===== src/rtl/mem_port_arbiter.sv =====
// Arbitrates one fixed-latency unified memory port between instruction fetch and the
// data-memory stage. MEM wins over IF; each access runs IDLE -> BUSY -> DONE.
module mem_port_arbiter #(
  parameter int WORD_LEN    = 16,
  parameter int MEM_LATENCY = 2
) (
  input  logic                clk,
  input  logic                rst,
  input  logic                if_req,
  input  logic [WORD_LEN-1:0] if_addr,
  output logic [WORD_LEN-1:0] if_instr,
  output logic                if_ready,
  input  logic                mem_rd,
  input  logic                mem_wr,
  input  logic [WORD_LEN-1:0] mem_addr,
  input  logic [WORD_LEN-1:0] mem_wdata,
  output logic [WORD_LEN-1:0] mem_rdata,
  output logic                mem_ready,
  output logic                freeze_if,
  output logic                freeze_pipe,
  output logic                ext_en,
  output logic                ext_we,
  output logic [WORD_LEN-1:0] ext_addr,
  output logic [WORD_LEN-1:0] ext_wdata,
  input  logic [WORD_LEN-1:0] ext_rdata
);

  typedef enum logic [1:0] {S_IDLE, S_BUSY, S_DONE} state_t;
  typedef enum logic [1:0] {OWN_NONE, OWN_IF, OWN_MEM} owner_t;

  localparam logic [3:0] CNT_INIT = 4'(MEM_LATENCY - 1);

  state_t              state_q, state_d;
  owner_t              owner_q, owner_d;
  logic [3:0]          cnt_q, cnt_d;
  logic [WORD_LEN-1:0] addr_q, addr_d;
  logic [WORD_LEN-1:0] wdata_q, wdata_d;
  logic                we_q, we_d;
  logic [WORD_LEN-1:0] if_instr_q, if_instr_d;
  logic [WORD_LEN-1:0] mem_rdata_q, mem_rdata_d;
  logic                if_ready_q, if_ready_d;
  logic                mem_ready_q, mem_ready_d;

  always_ff @(posedge clk) begin
    if (rst) begin
      state_q     <= S_IDLE;
      owner_q     <= OWN_NONE;
      cnt_q       <= '0;
      addr_q      <= '0;
      wdata_q     <= '0;
      we_q        <= 1'b0;
      if_instr_q  <= '0;
      mem_rdata_q <= '0;
      if_ready_q  <= 1'b0;
      mem_ready_q <= 1'b0;
    end else begin
      state_q     <= state_d;
      owner_q     <= owner_d;
      cnt_q       <= cnt_d;
      addr_q      <= addr_d;
      wdata_q     <= wdata_d;
      we_q        <= we_d;
      if_instr_q  <= if_instr_d;
      mem_rdata_q <= mem_rdata_d;
      if_ready_q  <= if_ready_d;
      mem_ready_q <= mem_ready_d;
    end
  end

  always_comb begin
    state_d     = state_q;
    owner_d     = owner_q;
    cnt_d       = cnt_q;
    addr_d      = addr_q;
    wdata_d     = wdata_q;
    we_d        = we_q;
    if_instr_d  = if_instr_q;
    mem_rdata_d = mem_rdata_q;
    if_ready_d  = 1'b0;
    mem_ready_d = 1'b0;
    case (state_q)
      S_IDLE: begin
        owner_d = OWN_NONE;
        // The older instruction in MEM always goes first.
        if (mem_rd || mem_wr) begin
          owner_d = OWN_MEM;
          addr_d  = mem_addr;
          wdata_d = mem_wdata;
          we_d    = mem_wr;
          cnt_d   = CNT_INIT;
          state_d = S_BUSY;
        end else if (if_req) begin
          owner_d = OWN_IF;
          addr_d  = if_addr;
          wdata_d = mem_wdata;
          we_d    = 1'b0;
          cnt_d   = CNT_INIT;
          state_d = S_BUSY;
        end
      end
      S_BUSY: begin
        if (cnt_q != 4'd0) begin
          cnt_d = cnt_q - 4'd1;
        end else begin
          state_d = S_DONE;
          if (owner_q == OWN_IF) begin
            if_instr_d = ext_rdata;
            if_ready_d = 1'b1;
          end else if (owner_q == OWN_MEM) begin
            mem_ready_d = 1'b1;
            if (!we_q) mem_rdata_d = ext_rdata;
          end
        end
      end
      S_DONE: begin
        // No grant here: the requester must advance before being re-sampled.
        state_d = S_IDLE;
        owner_d = OWN_NONE;
      end
      default: begin
        state_d = S_IDLE;
        owner_d = OWN_NONE;
      end
    endcase
  end

  assign ext_en      = (state_q == S_BUSY);
  assign ext_we      = (state_q == S_BUSY) && we_q;
  assign ext_addr    = addr_q;
  assign ext_wdata   = wdata_q;
  assign if_instr    = if_instr_q;
  assign if_ready    = if_ready_q;
  assign mem_rdata   = mem_rdata_q;
  assign mem_ready   = mem_ready_q;
  assign freeze_pipe = (mem_rd || mem_wr) && !mem_ready_q;
  assign freeze_if   = (if_req && !if_ready_q) || freeze_pipe;

endmodule


===== config.mk =====
export PLATFORM = sky130hd
export DESIGN_NAME = mem_port_arbiter
export DESIGN_NICKNAME = d
export VERILOG_FILES = /design/src/rtl/mem_port_arbiter.sv
export SDC_FILE = /design/constraint.sdc
export NUM_CORES = 1
export LEC_CHECK = 0
export ABC_CLOCK_PERIOD_IN_PS = 1690
export CAP_MARGIN = 20
export CORE_MARGIN = 1.5
export CORE_UTILIZATION = 25
export CTS_BUF_LIST = sky130_fd_sc_hd__clkbuf_8
export DETAILED_ROUTE_END_ITERATION = 7
export GPL_TIMING_DRIVEN = 0
export PLACE_DENSITY_LB_ADDON = 0.15
export SLEW_MARGIN = 5
export SYNTH_ARGS = -nofsm -noshare
export SYNTH_HDL_FRONTEND = slang
export SYNTH_SLANG_ARGS = --single-unit

===== constraint.sdc =====
create_clock -name clk -period 1.69 [get_ports clk]
set_clock_uncertainty 0.05 [all_clocks]
set_input_delay 0.338 -clock clk [delete_from_list [all_inputs] [get_ports clk]]
set_output_delay 0.338 -clock clk [all_outputs]
set_load 0.05 [all_outputs]

==> impl_metrics.json <==
{
  "status": "finished, violations left",
  "violations": "negative setup slack",
  "rrSetupSlack_ns": -0.07,
  "endpoint": "if_instr[13]",
  "io_buffers": 137,
  "crit_family": "simple AND/OR/NAND/NOR gates",
  "ir_drop_uv": 611,
  "crit_chain": "inv_2 > ha_4 > or3b_4 > or3_4 > buf_12 > mux2i_1",
  "grt_antenna_before_repair": 0,
  "syn_area_per_cell_um2": 9.11,
  "reg2reg_depth": 6,
  "fin_setup_tns_ns": -0.913,
  "crit_path_end_kind": "register",
  "drive_above_1_share_pct": 15.2,
  "p_switching_mw": 1.67,
  "clkPwrFrac_pct": 32.7,
  "die_area_um2": 13500,
  "cp_num_cells": 6,
  "setup_viol": 14,
  "min_path_cells": 1,
  "crit_required_ns": 1.88,
  "startpoint_type": "register",
  "synth_warnings": 0,
  "grt_pass1_vias": 3207,
  "cts_made_buffers": 9,
  "grt.total_usage_pct": 15.8,
  "period_needed_ns": 1.76,
  "synth-edff-count": 0,
  "swShare_pct": 32.7,
  "grt_setup_unrepaired": "true",
  "start_util_pct": 25.4,
  "clock-sinks": 75,
  "grt_max_degree": 14,
  "drcViolationCount": 0,
  "dpl_cell_area_um2": 4850,
  "wl_per_cell_um": 14.9,
  "ys_seq_area_share_pct": 47.0,
  "final_core_util_pct": 41.9,
  "synth_async_sr_flop_share_pct": 0,
  "antenna_left": 0,
  "pwr-share-seq_pct": 39.0,
  "final-hold-violation-count": 0,
  "routabilityCongestion": 0.771,
  "rows": 41,
  "p_per_area_nw_per_um2": 969,
  "ys_ff_latch": 75,
  "vias": 3130,
  "synth_top_area_cell": "dfxtp_1",
  "htreeDepth": 3,
  "path_max_fanout": 5,
  "hold_path_class": "register to register",
  "final_max_slew_viol_count": 0,
  "cp.arrival_ns": 1.96,
  "worst_pin_slew_ns": 0.531,
  "viasPerCell": 4.52,
  "first_pass_iters": 4,
  "combPwrFrac_pct": 28.3,
  "clk_latency_ns": 0.34,
  "fmax_mhz": 568,
  "synth.top_cell.area_share_pct": 47.0,
  "power_mw": 5.10,
  "clkTransAtPathRegs_ns": 0.08,
  "netlist_instances": 351,
  "cp_slowest_cell": "or3_4",
  "dp_hpwl_um": 7380,
  "overflow": 0,
  "routed_wl_um": 10300,
  "synthTopCellsByArea": "dfxtp_1, mux2i_1, nand2b_1",
  "antennaDiodeCount": 0,
  "tritoncts": "built",
  "r2r-end": "if_instr[13]",
  "synth_area_um2": 3200,
  "max_cap_violations": 0,
  "synth_commonest_cells": "dfxtp_1, nand2b_1, a21oi_1, o21ai_0, mux2i_1",
  "area_delta_synth_final_pct": 64.8,
  "r2r-start": "cnt_q[1]",
  "ios": 139,
  "design_area_um2": 5270,
  "yosysMostFrequentCell": "dfxtp_1",
  "chipHeight_um": 116,
  "critPathBufInv": 2,
  "ys.flop_type": "dfxtp_1",
  "intPower_mw": 3.43,
  "num-nets-final": 587,
  "fp.dieW_um": 116,
  "clockRootBuffer": "clkbuf_8",
  "crit_type": "register to register",
  "grt_pass1_wl_um": 16300,
  "max_slew_margin_pct": 64.8,
  "clockBufferDepth": 2,
  "leakage_nw": 2.27,
  "initialDrtViolationCount": 65,
  "period_share_pct": 104,
  "syn_nets": 422,
  "cts_hold_buf": 0,
  "core_um2": 12600,
  "synth_cell_types": 33,
  "fin_ws_ns": -0.0720,
  "critPathMaxStageDelay_ns": 0.40,
  "critPathLaunch": "cnt_q[1]"
}
==> kinds of logic (layout without fill, tap and decap cells) <==
group / count (synthesis) / in the layout / share of synthesized area (%)
AOI/OAI and AO/OA: 93 / 93 / 17.0
adders and majority gates: 2 / 2 / 0.783
buffers and inverters: 36 / 206 / 5.24
DFF: 75 / 75 / 47.0
muxes: 32 / 32 / 10.0
and+or+nand+nor: 113 / 113 / 20.0
==> final cells by class <==
cell class	instances	area, um2
multi-input combinational	240	1620
clock inverter	7	116
fill	1310	7300
timing repair buffer	158	1480
tap	172	215
inverter	5	22.5
clock buffer	9	124
sequential	75	1510
buffer	27	185
==> worst min path at each step <==
stage               start  slack (ns)         end
2_1_floorplan  state_q[1]        0.37  owner_q[1]
3_5_place_dp   state_q[1]        0.40  owner_q[1]
3_3_place_gp   state_q[1]        0.39  owner_q[1]
6_report       state_q[1]        0.41  owner_q[1]
4_1_cts        state_q[1]        0.41  owner_q[1]
5_1_grt        state_q[1]        0.42  owner_q[1]
==> state kept, by name, indices dropped and copies added, names as in the netlist <==
name and cells:
cnt_q 4, ext_addr 16, ext_wdata 16, if_instr 16, if_ready 1, mem_rdata 16
mem_ready 1, owner_q 2, state_q 2, we_q 1
==> stage by stage <==
stage / worst slack, ns / hold slack (ns) / instances
6_report: -0.0720 / 0.409 / 693
5_1_grt: -0.130 / 0.417 / 693
4_1_cts: -0.0954 / 0.415 / 688
3_5_place_dp: -1.51 / 0.398 / 660
3_3_place_gp: -1.50 / 0.389 / 660
2_1_floorplan: -0.0486 / 0.375 / 351
==> power by group through the flow <==
stage | Sequential (mW) | Combinational (mW) | Clock, mW
2_1_floorplan | 2.42 | 0.493 | 0
3_3_place_gp | 2.03 | 1.43 | 0
3_5_place_dp | 2.03 | 1.44 | 0
4_1_cts | 1.99 | 1.44 | 1.74
5_1_grt | 2.01 | 1.55 | 1.80
6_report | 1.99 | 1.45 | 1.67
==> layer usage <==
| layer | up-vias | part of all wire, % | track usage, % | wire (um) |
|---|---|---|---|---|
| li1 | 1568 | - | - | - |
| met1 | 1467 | 44 | 18.5 | 4550 |
| met2 | 86 | 50 | 28.7 | 5180 |
| met3 | 9 | 4.7 | 3.66 | 490 |
| met4 | 0 | 1.0 | 4.80 | 107 |
| met5 | - | 0 | 0 | 0 |
==> layout by cell type (no fill, tap or decap), types with 3 or more instances in the layout <==
cell type | Yosys | layout
nand2_1 | 19 | 19
nand3_1 | 17 | 17
clkbuf_1 | 24 | 13
clkbuf_8 | 0 | 11
nor3_1 | 5 | 4
a311oi_1 | 16 | 16
buf_6 | 1 | 5
mux2i_1 | 32 | 32
clkdlybuf4s50_1 | 0 | 64
buf_4 | 1 | 19
a21oi_1 | 35 | 35
clkbuf_2 | 0 | 7
dlygate4sd2_1 | 0 | 64
bufinv_16 | 0 | 3
nor2_4 | 0 | 3
a211oi_1 | 3 | 3
nand2b_1 | 50 | 49
o21ai_0 | 35 | 35
dfxtp_1 | 75 | 72
==> repair_timing <==
action                     4_1_cts  5_1_grt
cloned                           1        0
buffers inserted                15        5
gates resized for setup        129       18
setup endpoints to repair      129       54
pin swaps                        4        1
No activity file was read; power rests on OpenSTA's default activity.
